## config.mk

```make
export PLATFORM = sky130hd
export DESIGN_NAME = anti_rebond_boutons
export DESIGN_NICKNAME = d
export VERILOG_FILES = /design/src/rtl/anti_rebond_boutons_pkg.sv /design/src/rtl/anti_rebond_canal.sv /design/src/rtl/anti_rebond_boutons.sv
export SDC_FILE = /design/constraint.sdc
export NUM_CORES = 1
export LEC_CHECK = 0
export CAP_MARGIN = 10
export CORE_UTILIZATION = 45
export CTS_CLUSTER_DIAMETER = 40
export DETAILED_ROUTE_END_ITERATION = 7
export PLACE_DENSITY = 0.63
export REMOVE_ABC_BUFFERS = 1
export SKIP_LAST_GASP = 1
export SYNTH_ARGS = -nofsm -noshare
export SYNTH_HDL_FRONTEND = slang
export SYNTH_SLANG_ARGS = --single-unit
```

## constraint.sdc

```tcl
create_clock -name clk -period 6.4 [get_ports clk]
set_input_delay 1.6 -clock clk [delete_from_list [all_inputs] [get_ports clk]]
set_output_delay 1.6 -clock clk [all_outputs]
set_load 0.01 [all_outputs]
```

## src/rtl/anti_rebond_boutons_pkg.sv

```systemverilog
// ----------------------------------------------------------------------------
// anti_rebond_boutons_pkg
// Shared constants for the DeJdr push-button front end (dejdr_const):
// default debounce / auto-repeat timings, counter width and the encodings of
// the suivant auto-repeat FSM.
// ----------------------------------------------------------------------------
package anti_rebond_boutons_pkg;

    // 10 ms debounce, 500 ms first repeat, 200 ms repeat period at 50 MHz.
    localparam int unsigned DEB_CYCLES_DEF = 500000;
    localparam int unsigned REP_DELAY_DEF  = 25000000;
    localparam int unsigned REP_PERIOD_DEF = 10000000;

    // 25 bits hold 25_000_000, the largest default count, without wrap.
    localparam int unsigned CNT_W = 25;

    typedef enum logic [1:0] {
        StRepos      = 2'b00,  // button released
        StAttente    = 2'b01,  // held, waiting REP_DELAY before first repeat
        StRepetition = 2'b10   // held, repeating every REP_PERIOD
    } etat_rep_e;

    // Terminal value of a counter that must fire on its n-th step.
    function automatic logic [CNT_W-1:0] seuil(input int unsigned n);
        return CNT_W'(n - 1);
    endfunction

endpackage

```

## src/rtl/anti_rebond_canal.sv

```systemverilog
// ----------------------------------------------------------------------------
// anti_rebond_canal
// One push-button channel: 2-flop synchronizer, mismatch-counting debouncer,
// debounced level and one-cycle press pulse.
//
// Ports
//   clk_i        clock, rising edge
//   rst_i        synchronous active-high reset
//   bouton_n_i   raw asynchronous button, 0 when pressed
//   niveau_o     debounced level, 1 while held
//   impulsion_o  one-cycle pulse in the first cycle niveau_o reads 1
//   relache_o    combinational: debounced level falls on the coming edge
// ----------------------------------------------------------------------------
module anti_rebond_canal
    import anti_rebond_boutons_pkg::*;
#(
    parameter int unsigned DEB_CYCLES = DEB_CYCLES_DEF
) (
    input  logic clk_i,
    input  logic rst_i,
    input  logic bouton_n_i,
    output logic niveau_o,
    output logic impulsion_o,
    output logic relache_o
);

    logic             sync1_q, sync1_d;
    logic             sync2_q, sync2_d;
    logic             niveau_q, niveau_d;
    logic             impulsion_q, impulsion_d;
    logic [CNT_W-1:0] cnt_q, cnt_d;
    logic             appui_sync;
    logic             bascule;

    always_comb begin
        sync1_d    = bouton_n_i;
        sync2_d    = sync1_q;
        appui_sync = ~sync2_q;
        cnt_d      = '0;
        niveau_d   = niveau_q;
        bascule    = 1'b0;
        // Count consecutive disagreements; any agreement restarts the count.
        if (appui_sync != niveau_q) begin
            if (cnt_q == seuil(DEB_CYCLES)) begin
                bascule  = 1'b1;
                niveau_d = ~niveau_q;
            end else begin
                cnt_d = cnt_q + CNT_W'(1);
            end
        end
        impulsion_d = bascule & ~niveau_q;
    end

    always_ff @(posedge clk_i) begin
        if (rst_i) begin
            sync1_q     <= 1'b1;
            sync2_q     <= 1'b1;
            niveau_q    <= 1'b0;
            impulsion_q <= 1'b0;
            cnt_q       <= '0;
        end else begin
            sync1_q     <= sync1_d;
            sync2_q     <= sync2_d;
            niveau_q    <= niveau_d;
            impulsion_q <= impulsion_d;
            cnt_q       <= cnt_d;
        end
    end

    assign niveau_o    = niveau_q;
    assign impulsion_o = impulsion_q;
    assign relache_o   = bascule & niveau_q;

endmodule

```

## src/rtl/anti_rebond_boutons.sv

```systemverilog
// ----------------------------------------------------------------------------
// anti_rebond_boutons
// Debounces the two DeJdr push buttons and adds auto-repeat on "suivant".
//
// Ports
//   clk            clock, rising edge
//   rst            synchronous active-high reset
//   suivant_n      raw "next die type" button, 0 when pressed
//   lancer_n       raw "roll" button, 0 when pressed
//   suivant        one-cycle pulse per press, plus auto-repeat while held
//   lancer         one-cycle pulse per press, no repeat
//   suivant_appui  debounced level of suivant_n (1 = held)
//   lancer_appui   debounced level of lancer_n (1 = held)
// ----------------------------------------------------------------------------
module anti_rebond_boutons
    import anti_rebond_boutons_pkg::*;
#(
    parameter int unsigned DEB_CYCLES = DEB_CYCLES_DEF,
    parameter int unsigned REP_DELAY  = REP_DELAY_DEF,
    parameter int unsigned REP_PERIOD = REP_PERIOD_DEF
) (
    input  logic clk,
    input  logic rst,
    input  logic suivant_n,
    input  logic lancer_n,
    output logic suivant,
    output logic lancer,
    output logic suivant_appui,
    output logic lancer_appui
);

    logic suiv_niveau, suiv_impulsion, suiv_relache;
    logic lanc_niveau, lanc_impulsion;
    // lancer has no auto-repeat, so its release event has no consumer.
    logic lancer_relache_unused;

    etat_rep_e        etat_q, etat_d;
    logic [CNT_W-1:0] rep_cnt_q, rep_cnt_d;
    logic             rep_q, rep_d;

    anti_rebond_canal #(
        .DEB_CYCLES (DEB_CYCLES)
    ) u_canal_suivant (
        .clk_i       (clk),
        .rst_i       (rst),
        .bouton_n_i  (suivant_n),
        .niveau_o    (suiv_niveau),
        .impulsion_o (suiv_impulsion),
        .relache_o   (suiv_relache)
    );

    anti_rebond_canal #(
        .DEB_CYCLES (DEB_CYCLES)
    ) u_canal_lancer (
        .clk_i       (clk),
        .rst_i       (rst),
        .bouton_n_i  (lancer_n),
        .niveau_o    (lanc_niveau),
        .impulsion_o (lanc_impulsion),
        .relache_o   (lancer_relache_unused)
    );

    // State register.
    always_ff @(posedge clk) begin
        if (rst) begin
            etat_q    <= StRepos;
            rep_cnt_q <= '0;
            rep_q     <= 1'b0;
        end else begin
            etat_q    <= etat_d;
            rep_cnt_q <= rep_cnt_d;
            rep_q     <= rep_d;
        end
    end

    // Next state. rep_cnt_q holds the cycles elapsed since the last pulse
    // (press or repeat) as seen during the current cycle.
    always_comb begin
        etat_d    = etat_q;
        rep_cnt_d = rep_cnt_q;
        rep_d     = 1'b0;
        unique case (etat_q)
            StRepos: begin
                rep_cnt_d = '0;
                if (suiv_impulsion && !suiv_relache) begin
                    etat_d    = StAttente;
                    // The press-pulse cycle itself is the first elapsed cycle.
                    rep_cnt_d = CNT_W'(1);
                end
            end
            StAttente: begin
                if (suiv_relache) begin
                    etat_d    = StRepos;
                    rep_cnt_d = '0;
                end else if (rep_cnt_q == seuil(REP_DELAY)) begin
                    etat_d    = StRepetition;
                    rep_cnt_d = '0;
                    rep_d     = 1'b1;
                end else begin
                    rep_cnt_d = rep_cnt_q + CNT_W'(1);
                end
            end
            StRepetition: begin
                if (suiv_relache) begin
                    etat_d    = StRepos;
                    rep_cnt_d = '0;
                end else if (rep_cnt_q == seuil(REP_PERIOD)) begin
                    rep_cnt_d = '0;
                    rep_d     = 1'b1;
                end else begin
                    rep_cnt_d = rep_cnt_q + CNT_W'(1);
                end
            end
            default: begin
                etat_d    = StRepos;
                rep_cnt_d = '0;
            end
        endcase
    end

    // Outputs.
    always_comb begin
        suivant       = suiv_impulsion | rep_q;
        lancer        = lanc_impulsion;
        suivant_appui = suiv_niveau;
        lancer_appui  = lanc_niveau;
    end

endmodule

```

==> metrics.md, run 1 <==
| Metric | Value |
|---|---|
| First-pass GRT wire length | 12.73 mm |
| Sw power | about 200 uW |
| Root Buffer | clkbuf_8 |
| Worst VDD drop | roughly 0.00010 V |
| DIE HEIGHT | between 90 and 100 microns |
| Clk_lat worst skew | approximately 0.35 ns |
| Reg2reg start | u_canal_suivant.cnt_q[0] |
| Final period util | 0.4952 |
| Worst Hold Slack | slightly above 0.4 ns |
| Layout cells sized above 1 | 0.05411 |
| Reg-to-reg slack, setup | roughly 3.8 ns |
| Fill count | roughly 790 |
| CP cell instances | clkdlybuf4s50_1 -> a31oi_1 -> o211ai_2 -> nor2_1 |
| Via count | between 2k and 3k |
| RSZ-0062 raised after global routing | false |
| Worst-case reg-to-reg path depth | 6 |
| Proportion of netlist area held by the largest area contributor | 0.4416 |
| Total GRT Usage | 0.1796 |
| CP required | roughly 6.7 ns |
| Leakage | about 1.3 nW |
| Met3 Use GR | 0.03110 |
| HPWL Detailed | roughly 5.0 mm |
| Largest net degree at the start of global routing | 26 |
| Slew headroom | 0.2633 |
| Fmax | 315.5 MHz |
| WS Path Type | in2reg |
| Logic gate share of total power | 0.009 |
| Switching Fraction | 0.2149 |
| Io pins | 8 |
| Vias in the first global route | ~2.7k |
| Run status | finished clean |
| Final setup violation count | 0 |
| Initial antenna violation count | 0 |
| Critical path's slowest cell | clkdlybuf4s50_1 |
| Rows | 33 |
| Clock power share | 0.404 |
| Final hold violations | 0 |
| Total Routed Length | a little over 7 mm |
| Synth area leader | dfxtp_1 |
| Crit path depth | 4 |
| Hold WC Path Type | reg2reg |
| Seq pwr share | 0.587 |
| Worst Path Buf+Inv | 1 |
| Grt ovf | 0 |
| Nets | 468 |
| # Post-CTS Setup Buffers | 0 |
| Slew Limit Fails | 0 |
| Max-cap violations | 0 |
| CP peak stage delay | between 0.6 and 0.7 ns |
| GRT busiest layer | met1 |
| Synth top area cells | dfxtp_1 (44%), nor2_1 (9.1%), xnor2_1 (8.5%), xor2_1 (7.2%), nand3_1 (3.2%) |
| GP Congestion | between 0.7 and 0.8 |
| Synth Instances | 450 |
| Cell family with most CP delay | compound AO/OA/AOI/OAI gates |
| Met1 GRT Util | 0.2642 |
| Ys flop type | dfxtp_1 |
| Die X | around 95 microns |
| Internal | 718.2 uW |
| #FFs+latches synth | 86 |
| Fin crit period | approximately 3.2 ns |
| Antenna Nets Post-Route | 0 |
| Crit path capture type | flip-flop |
| Post-synth EDFFs | 0 |
| CTS H-tree depth | 3 |
| Die ar. | about 9000 sq um |
| Launch point of the worst path | rst |
| Ys async rst share | 0 |
| Netlist cell types | 39 |
| Core ar. | about 8300 sq um |
| Overall Power | 914.8 uW |
| Hold Buf Count CTS | 0 |
| Max Root-Sink Buffers | 2 |
| Starting density of the core | 0.4698 |
| Clk pin slew, worst setup/hold paths | around 0.080 ns |
| Inserted Clock Buffers | 9 |
| Commonest cells post-synth | nor2_1 (95), dfxtp_1 (86), xnor2_1 (38), xor2_1 (32), nand2_1 (26) |
| ANT cells | 0 |
| R2r endpoint | u_canal_suivant.cnt_q[2] |
| Critical path launch point type | input pin |
| Router iterations before antenna repair | 4 |
| Critical path arrival | 3.45 ns |
| P per Cell Area | 215.5 nW/um^2 |
| Post-synthesis sequential area ratio | 0.4416 |
| Worst setup endpoint | rep_cnt_q[3] |
| Port buffer count | 7 |
| Drt initial violations | between 100 and 150 |
| Cell area after synthesis | slightly below 4000 sq um |
| WL per Instance | between 10 and 15 microns |
| Vias per inst | approximately 5.2 |
| Routing usage on met2 | 0.2536 |
| Setup TNS | 0 ns |
| Final clock skew | 0.009081 ns |
| TritonCTS clock tree | yes |
| Top-count cell post-synth | nor2_1 |
| Layout area overhead | 8.858% |
| Worst-margin pin slew | approximately 1.1 ns |
| Cells resized by post-CTS repair | 0 |
| Crit Path Max Fanout | 23 |
| TritonCTS Sinks | between 80 and 90 |
| Mean post-synth cell area | roughly 8.7 sq um |
| Residual DRC | 0 |
| Yosys warning count | 0 |
## final cells by class
type	count	area, sq um	share of cell area
inverters	16	60.06	0.01415
clock inverters	6	62.56	0.01474
clock buffers	10	127.6	0.03007
repair buffers	7	70.07	0.01651
flip-flops and latches	86	1722	0.4057
well taps	105	131.4	0.03096
multi-input cells	337	2071	0.4879
## worst reg2reg max path, delay by kind of cell, from the launching register on
| family | cells | cell delay [ns] |
|---|---|---|
| adder cells (fa/ha/maj) | 1 | 0.22 |
| flip-flops | 1 | 0.39 |
| AND/OR/NAND/NOR | 5 | 1.90 |
## stage by stage
step           worst slack (ns)    util  cells  cell area [sq um]
2_1_floorplan             3.919       -    439               3852
3_3_place_gp              2.986  0.4885    551               4054
3_5_place_dp              2.855  0.4885    551               4054
4_1_cts                   3.231  0.5114    567               4244
5_1_grt                   3.070  0.5114    567               4244
6_report                  3.231  0.5114    567               4244
## registers in the layout, summed over array words and instances (netlist names), 2 cells and up
name and count:
u_canal_lancer.cnt_q 25, rep_cnt_q 25, etat_q 2, u_canal_suivant.cnt_q 25
## cell usage in the layout (no fill, tap or decap), types with 7 or more instances in the layout
| cell type | Yosys | final |
|---|---|---|
| nand2_1 | 26 | 26 |
| inv_1 | 16 | 16 |
| clkbuf_8 | 0 | 9 |
| nor4_1 | 13 | 13 |
| nor3_1 | 15 | 15 |
| clkdlybuf4s50_1 | 0 | 7 |
| and2_1 | 8 | 8 |
| dfxtp_1 | 86 | 86 |
| nand3_1 | 25 | 25 |
| xor2_1 | 32 | 32 |
| nand4_1 | 19 | 19 |
| and4_1 | 11 | 11 |
| xnor2_1 | 38 | 38 |
| ha_1 | 7 | 7 |
| nor2_1 | 95 | 95 |
| and3_1 | 7 | 7 |
## logic make-up (layout without fill, tap and decap cells)
family                   after synthesis  count (layout)  share of synthesized area
AO/OA/AOI/OAI                         16              16                    0.03113
XOR/XNOR                              70              70                     0.1573
adder cells (fa/ha/maj)                7               7                    0.02246
buffers and inverters                 27              39                    0.02728
flip-flops                            86              86                     0.4416
AND/OR/NAND/NOR                      244             244                     0.3203
## worst min path at each step
stage	start	endpoint	slack, ns	depth (start not counted)
floorplan	u_canal_lancer.sync1_q	u_canal_lancer.sync2_q	0.39	1
global placement	u_canal_lancer.sync1_q	u_canal_lancer.sync2_q	0.39	1
detailed placement	u_canal_lancer.sync1_q	u_canal_lancer.sync2_q	0.40	1
CTS	u_canal_lancer.sync1_q	u_canal_lancer.sync2_q	0.41	1
global route	u_canal_suivant.sync1_q	u_canal_suivant.sync2_q	0.43	1
finish	u_canal_lancer.sync1_q	u_canal_lancer.sync2_q	0.41	1
## layer usage
layer,up-vias,part of all wire
li1,1543,-
met1,1356,0.56
met2,20,0.41
met3,9,0.015
met4,0,0.017
met5,-,0
## power by group through the flow
stage	registers (mW)	clock network, mW	logic [mW]
2_1_floorplan	0.549	0	0.00395
3_3_place_gp	0.549	0	0.00771
3_5_place_dp	0.550	0	0.00795
4_1_cts	0.537	0.382	0.00798
5_1_grt	0.537	0.404	0.00888
6_report	0.537	0.370	0.00787
(Power assumes the default switching activity.)
==> run 2: changes to the inputs <==
--- a/config.mk
+++ b/config.mk
@@ -9,7 +9,7 @@
 export CORE_UTILIZATION = 45
 export CTS_CLUSTER_DIAMETER = 40
 export DETAILED_ROUTE_END_ITERATION = 7
-export PLACE_DENSITY = 0.63
+export PLACE_DENSITY = 0.65
 export REMOVE_ABC_BUFFERS = 1
 export SKIP_LAST_GASP = 1
 export SYNTH_ARGS = -nofsm -noshare
==> constraint.sdc (replaced) <==
create_clock -name clk -period 2.9 [get_ports clk]
set_input_delay 0.725 -clock clk [delete_from_list [all_inputs] [get_ports clk]]
set_output_delay 0.725 -clock clk [all_outputs]
set_load 0.01 [all_outputs]
==> run 2 against run 1 <==
Clock-buffer cell count shrank 1; first-iteration DRC count rose by 7.1%; via count rose by 1.9%; worst hold slack worse by 0.0025 ns; register-to-register slack lost 3.1 ns; sequential power grew 120%; clock power grew to 2.7 times the previous value; largest power group unchanged.
==> metrics.md, run 2 (same netlist as run 1, synthesis figures left out) <==
| Metric | Value |
|---|---|
| Run status | finished clean |
| Rows | 33 (unchanged) |
| Max-cap violations | 0 (unchanged) |
| Most common cell after layout, fill and taps aside | nor2_1 |
| Reg2reg start | rep_cnt_q[0] |
| Top flop regs | rep_cnt_q x25, u_canal_lancer.cnt_q x25, u_canal_suivant.cnt_q x25 |
| Cell family with most CP delay | compound AO/OA/AOI/OAI gates |
| DIE HEIGHT | 95.08 microns (unchanged) |
| Die X | 95.08 microns (unchanged) |
| Multi-input gate area | 2071 sq um (unchanged) |
| Critical path launch point type | flip-flop |
| Critical path's slowest cell | o41a_1 |
| Logic gate share of total power | 0.008 (about the same) |
| Total Routed Length | 7.050 mm (-2.7%) |
| TritonCTS clock tree | yes |
| Max Root-Sink Buffers | 2 (unchanged) |
| P per Cell Area | 509.5 nW/um^2 (+140%) |
| Switching Fraction | 0.2020 (-0.01286) |
| Sw power | 447.6 uW (+130%) |
| Core ar. | 8299 sq um (unchanged) |
| Fmax | roughly 440 MHz |
| Inserted Clock Buffers | 9 (unchanged) |
| CTS H-tree depth | 3 (unchanged) |
| Vias per inst | 5.215 (+0.99%) |
| Final period util | 0.7755 |
| WS Path Type | reg2reg |
| CP peak stage delay | 0.42 ns (-0.20 ns) |
| Placement Setup Slack | 0.5228 ns (-2.332 ns) |
| Layout Cells excl Fill | 572 (+0.88%) |
| Total GRT Usage | 0.1721 (-0.007510) |
| ANT cells | 0 (unchanged) |
| Fin crit period | 2.249 ns |
| Internal | 1.768 mW (+150%) |
| Io pins | 8 (unchanged) |
| Crit path capture type | flip-flop |
| Slew headroom | 0.4622 (+0.1990) |
| Hold WC Path Type | reg2reg |
| Nets | 473 (+1.1%) |
| Via count | 2983 (+1.9%) |
| Port buffer count | 7 (unchanged) |
| Drt initial violations | 120 (+7.1%) |
| Router iterations before antenna repair | 4 (unchanged) |
| Fill count | 776 (-2.1%) |
| Seq pwr share | 0.535 (-0.052) |
| Worst-margin pin slew | 0.8066 ns (-0.2900 ns) |
| Overall Power | 2.215 mW (+140%) |
| Antenna Nets Post-Route | 0 (unchanged) |
| Cells resized by post-CTS repair | 0 (unchanged) |
| HPWL Detailed | 4.820 mm (-3.3%) |
| CP required | 3.15 ns (-3.53 ns) |
| Starting density of the core | 0.4698 (unchanged) |
| Worst VDD drop | 0.0002804 V (+170%) |
| Launch point of the worst path | rep_cnt_q[0] |
| Critical path arrival | 2.50 ns (-0.95 ns) |
| Setup TNS | 0 ns (unchanged) |
| Hold Buf Count CTS | 0 (unchanged) |
| Clk pin slew, worst setup/hold paths | 0.09 ns (about the same) |
| Leakage | 1.340 nW (+4.9%) |
| Placed cell count | 556 (+0.91%) |
| Worst-case reg-to-reg path depth | 7 (+1) |
| # Post-CTS Setup Buffers | 0 (unchanged) |
| Worst setup endpoint | rep_cnt_q[19] |
| Die ar. | 9040 sq um (unchanged) |
| Reg-to-reg slack, setup | 0.65 ns (-3.10 ns) |
| Worst Path Buf+Inv | 1 (unchanged) |
| Grt ovf | 0 (unchanged) |
| Final hold violations | 0 (unchanged) |
| RSZ-0062 raised after global routing | false |
| Root Buffer | clkbuf_8 |
| Most frequent cells in the layout | nor2_1 (95), dfxtp_1 (86), xnor2_1 (38) |
| Vias in the first global route | 2743 (+0.26%) |
| Residual DRC | 0 (unchanged) |
| Clock power share | 0.457 (+0.053) |
| GP Congestion | 0.7880 (+1.2%) |
| Clk_lat worst skew | 0.35 ns (about the same) |
| Crit Path Max Fanout | 18 (-22%) |
| Setup WS post-layout | 0.6512 ns (-2.579 ns) |
| Storage element area | 1722 sq um (unchanged) |
| CP cell instances | ha_1 -> nand2_1 -> or3_1 -> o41a_1 -> o211ai_2 -> buf_12 -> nor2_1 |
| Crit path depth | 7 (+3) |
| Layout cells sized above 1 | 0.06638 (+0.01227) |
| WL per Instance | 12.33 microns (-3.5%) |
| TritonCTS Sinks | 86 (unchanged) |
| Layout area overhead | 11.52% |
| Initial antenna violation count | 0 (unchanged) |
| Slew Limit Fails | 0 (unchanged) |
| Final clock skew | 0.007796 ns (-0.001284 ns) |
| First-pass GRT wire length | 12.19 mm (-4.2%) |
| Final setup violation count | 0 (unchanged) |
| Largest net degree at the start of global routing | 26 (unchanged) |
| R2r endpoint | rep_cnt_q[19] |
[run 2: changes by cell type in the layout (fill, tap and decap cells not counted), sizes merged]
cell / change
inv: +2
bufinv: +2
clkbuf: -1
buf: +5
clkinv: -1
clkinvlp: -2
[run 2: worst min path at each step]
| stage | from | to | slack [ns] | cells after the start |
|---|---|---|---|---|
| 2_1_floorplan | u_canal_lancer.sync1_q | u_canal_lancer.sync2_q | 0.39 | 1 |
| 4_1_cts | u_canal_suivant.sync1_q | u_canal_suivant.sync2_q | 0.42 | 1 |
| 6_report | u_canal_suivant.sync1_q | u_canal_suivant.sync2_q | 0.41 | 1 |
| 3_5_place_dp | u_canal_suivant.sync1_q | u_canal_suivant.sync2_q | 0.40 | 1 |
| 3_3_place_gp | u_canal_suivant.sync1_q | u_canal_suivant.sync2_q | 0.40 | 1 |
| 5_1_grt | u_canal_lancer.sync1_q | u_canal_lancer.sync2_q | 0.42 | 1 |
[run 2: metal layers]
layer  share of wire  routed length (microns)  up-vias  global-route usage
met4           0.018                      129        0             0.09091
li1                -                        -     1565                   -
met1            0.53                     3742     1376              0.2391
met2            0.43                     3046       32              0.2571
met5               0                        0        -                   0
met3           0.019                      131       10             0.02472
[run 2: power by group through the flow]
stage | Clock, mW | Sequential (mW) | Combinational, mW
finish | 1.01 | 1.18 | 0.0188
global route | 1.08 | 1.19 | 0.0211
CTS | 1.04 | 1.18 | 0.0189
detailed placement | 0 | 1.21 | 0.0190
global placement | 0 | 1.21 | 0.0188
floorplan | 0 | 1.21 | 0.00872
[run 2: area by class of cell]
class | instances | share of cell area
inverter | 16 | 0.01381
tap | 105 | 0.03022
sequential | 86 | 0.3960
multi-input combinational | 337 | 0.4763
clock buffer | 9 | 0.02849
timing repair buffer | 12 | 0.02763
clock inverter | 7 | 0.02763
[run 2: worst register-to-register path, stage by stage (launching register included)]
cell      delay (ns)
dfxtp_1         0.35
ha_1            0.20
nand2_1         0.12
or3_1           0.40
o41a_1          0.42
o211ai_2        0.40
buf_12          0.20
nor2_1          0.06
[run 2: per-stage QoR]
stage / area (sq um) / util / hold WS (ns)
4_1_cts: 4348 / 0.5239 / 0.4159
3_3_place_gp: 4104 / 0.4945 / 0.3985
5_1_grt: 4348 / 0.5239 / 0.4245
6_report: 4348 / 0.5239 / 0.4114
3_5_place_dp: 4104 / 0.4945 / 0.3968
2_1_floorplan: 3852 / - / 0.3895
==> run 3: changes to the inputs <==
--- a/config.mk
+++ b/config.mk
@@ -9,7 +9,7 @@
 export CORE_UTILIZATION = 45
 export CTS_CLUSTER_DIAMETER = 40
 export DETAILED_ROUTE_END_ITERATION = 7
-export PLACE_DENSITY = 0.65
+export PLACE_DENSITY = 0.63
 export REMOVE_ABC_BUFFERS = 1
 export SKIP_LAST_GASP = 1
 export SYNTH_ARGS = -nofsm -noshare
==> constraint.sdc (replaced) <==
create_clock -name clk -period 2.2 [get_ports clk]
set_input_delay 0.55 -clock clk [delete_from_list [all_inputs] [get_ports clk]]
set_output_delay 0.55 -clock clk [all_outputs]
set_load 0.01 [all_outputs]
==> run 3 against run 2 <==
Global-route usage grew 0.18 points; clock power barely moved; clock skew rose by 0.00078 ns; final area increased by 0.26%.
==> metrics.md, run 3 (same netlist as run 1, synthesis figures left out) <==
| Metric | Value |
|---|---|
| Fmax | 473.8 MHz (+6.6%) |
| Launch point of the worst path | rep_cnt_q[0] |
| Vias per inst | 5.163 (-1.0%) |
| WS Path Type | reg2reg |
| Drt initial violations | 121 (+0.83%) |
| Fin crit period | 2.111 ns (-0.1383 ns) |
| Grt ovf | 0 (unchanged) |
| Overall Power | 2.599 mW (+17%) |
| Via count | 2984 (+0.034%) |
| Min-delay src | u_canal_suivant.sync1_q |
| Worst Hold Slack | 0.4202 ns (+0.008811 ns) |
| CTS H-tree depth | 3 (unchanged) |
| Layout area overhead | 11.81% |
| Rows | 33 (unchanged) |
| GP Congestion | 0.8258 (+4.8%) |
| Slew Limit Fails | 0 (unchanged) |
| Initial antenna violation count | 0 (unchanged) |
| Inserted Clock Buffers | 9 (unchanged) |
| Io pins | 8 (unchanged) |
| DIE HEIGHT | 95.08 microns (unchanged) |
| Top flop regs | rep_cnt_q x25, u_canal_lancer.cnt_q x25, u_canal_suivant.cnt_q x25 |
| Worst VDD drop | 0.0003133 V (+12%) |
| WHS Endpoint | u_canal_suivant.sync2_q |
| Reg-to-reg slack, setup | 0.09 ns (-0.56 ns) |
| Hold path depth | 1 (unchanged) |
| Router iterations before antenna repair | 4 (unchanged) |
| Leakage | 1.335 nW (-0.33%) |
| Reg2reg start | rep_cnt_q[0] |
| Critical path arrival | 2.38 ns (-0.12 ns) |
| Residual DRC | 0 (unchanged) |
| Final period util | 0.9593 (+0.1839) |
| ANT cells | 0 (unchanged) |
| Slew headroom | 0.6524 (+0.1902) |
| Max Root-Sink Buffers | 2 (unchanged) |
| Worst-margin pin slew | 0.5166 ns (-0.2900 ns) |
| Total GRT Usage | 0.1739 (+0.001832) |
| CP required | 2.47 ns (-0.68 ns) |
| P per Cell Area | 596.3 nW/um^2 (+17%) |
| Critical path's slowest cell | or4_1 |
| Antenna Nets Post-Route | 0 (unchanged) |
| Worst-case reg-to-reg path depth | 6 (-1) |
| GRT busiest layer | met2 |
| Met3 Use GR | 0.02871 (+0.003987) |
| Die X | 95.08 microns (unchanged) |
| Root Buffer | clkbuf_8 |
| Clk_lat worst skew | 0.34 ns (about the same) |
| TritonCTS clock tree | yes |
| # Post-CTS Setup Buffers | 0 (unchanged) |
| CP peak stage delay | 0.49 ns (+0.07 ns) |
| Placed cell count | 562 (+1.1%) |
| TritonCTS Sinks | 86 (unchanged) |
| Clk pin slew, worst setup/hold paths | 0.09 ns (about the same) |
| Placed Area | 4161 sq um (+1.4%) |
| Layout cells sized above 1 | 0.08668 (+0.02030) |
| Crit path capture type | flip-flop |
| Met1 GRT Util | 0.2395 (+0.0003772) |
| Setup WS post-layout | 0.08946 ns (-0.5617 ns) |
| Max-cap violations | 0 (unchanged) |
| Die ar. | 9040 sq um (unchanged) |
| Core ar. | 8299 sq um (unchanged) |
| Run status | finished clean |
| Hold Buf Count CTS | 0 (unchanged) |
| Design Area, Final | 4359 sq um (+0.26%) |
| Layout Cells excl Fill | 578 (+1.0%) |
| Routing usage on met2 | 0.2673 (+0.01012) |
| Vias in the first global route | 2716 (-0.98%) |
| Final setup violation count | 0 (unchanged) |
| Crit Path Max Fanout | 4 (-14) |
| Cell family with most CP delay | simple AND/OR/NAND/NOR gates |
| CP cell instances | ha_2 -> nand2_1 -> or3_1 -> o41a_1 -> or4_1 -> a31oi_1 |
| First-pass GRT wire length | 12.35 mm (+1.3%) |
| Most frequent cells in the layout | nor2_1 (95), dfxtp_1 (85), xnor2_1 (38) |
| Nets | 479 (+1.3%) |
| Hold WC Path Type | reg2reg |
| WL per Instance | 12.36 microns (+0.30%) |
| Port buffer count | 7 (unchanged) |
| Critical path launch point type | flip-flop |
| Total Routed Length | 7.145 mm (+1.3%) |
| Placement Setup Slack | 0.05233 ns (-0.4704 ns) |
| R2r endpoint | etat_q[0] |
| Worst Path Buf+Inv | 0 (-1) |
| Most common cell after layout, fill and taps aside | nor2_1 |
| Final hold violations | 0 (unchanged) |
| Starting density of the core | 0.4698 (unchanged) |
| HPWL Detailed | 5.030 mm (+4.4%) |
| Final clock skew | 0.008576 ns (+0.0007797 ns) |
| Largest net degree at the start of global routing | 26 (unchanged) |
==> run 3: worst max-delay path by stage <==
stage | to | slack [ns] | depth (start not counted)
6_report | etat_q[0] | 0.09 | 6
5_1_grt | rep_cnt_q[20] | -0.02 | 6
4_1_cts | etat_q[0] | 0.04 | 6
3_5_place_dp | etat_q[0] | 0.05 | 6
3_3_place_gp | rep_cnt_q[18] | 0.10 | 6
2_1_floorplan | rep_cnt_q[10] | 0.02 | 6
==> run 3: report_power, final <==
group	internal, mW	switching (mW)	leakage (nW)
Clock	0.422	0.586	0.0824
Combinational	0.0137	0.0162	0.559
Sequential	1.56	0.00254	0.694
==> run 3: what timing repair did <==
| action | 4_1_cts | 5_1_grt |
|---|---|---|
| hold endpoints to repair | 0 | 0 |
| endpoints found under the setup margin | 0 | 50 |
| resized for setup | 0 | 4 |
==> run 3: final cells by class <==
cell class	instances	area, sq um
timing repair buffer	18	177.7
sequential	86	1723
tap	105	131.4
clock inverter	7	57.56
multi-input combinational	337	2086
inverter	16	60.06
fill	771	3940
clock buffer	9	123.9
==> run 3: through the flow <==
stage,utilization,TNS (ns)
2_1_floorplan,-,0
3_3_place_gp,0.5014,0
3_5_place_dp,0.5014,0
4_1_cts,0.5233,0
5_1_grt,0.5253,-0.06421
6_report,0.5253,0
==> run 3: per-layer routing <==
layer	wire length, microns	vias to the layer above
met2	3130	31
met1	3720	1373
met3	195	7
met5	0	-
li1	-	1573
met4	98	0
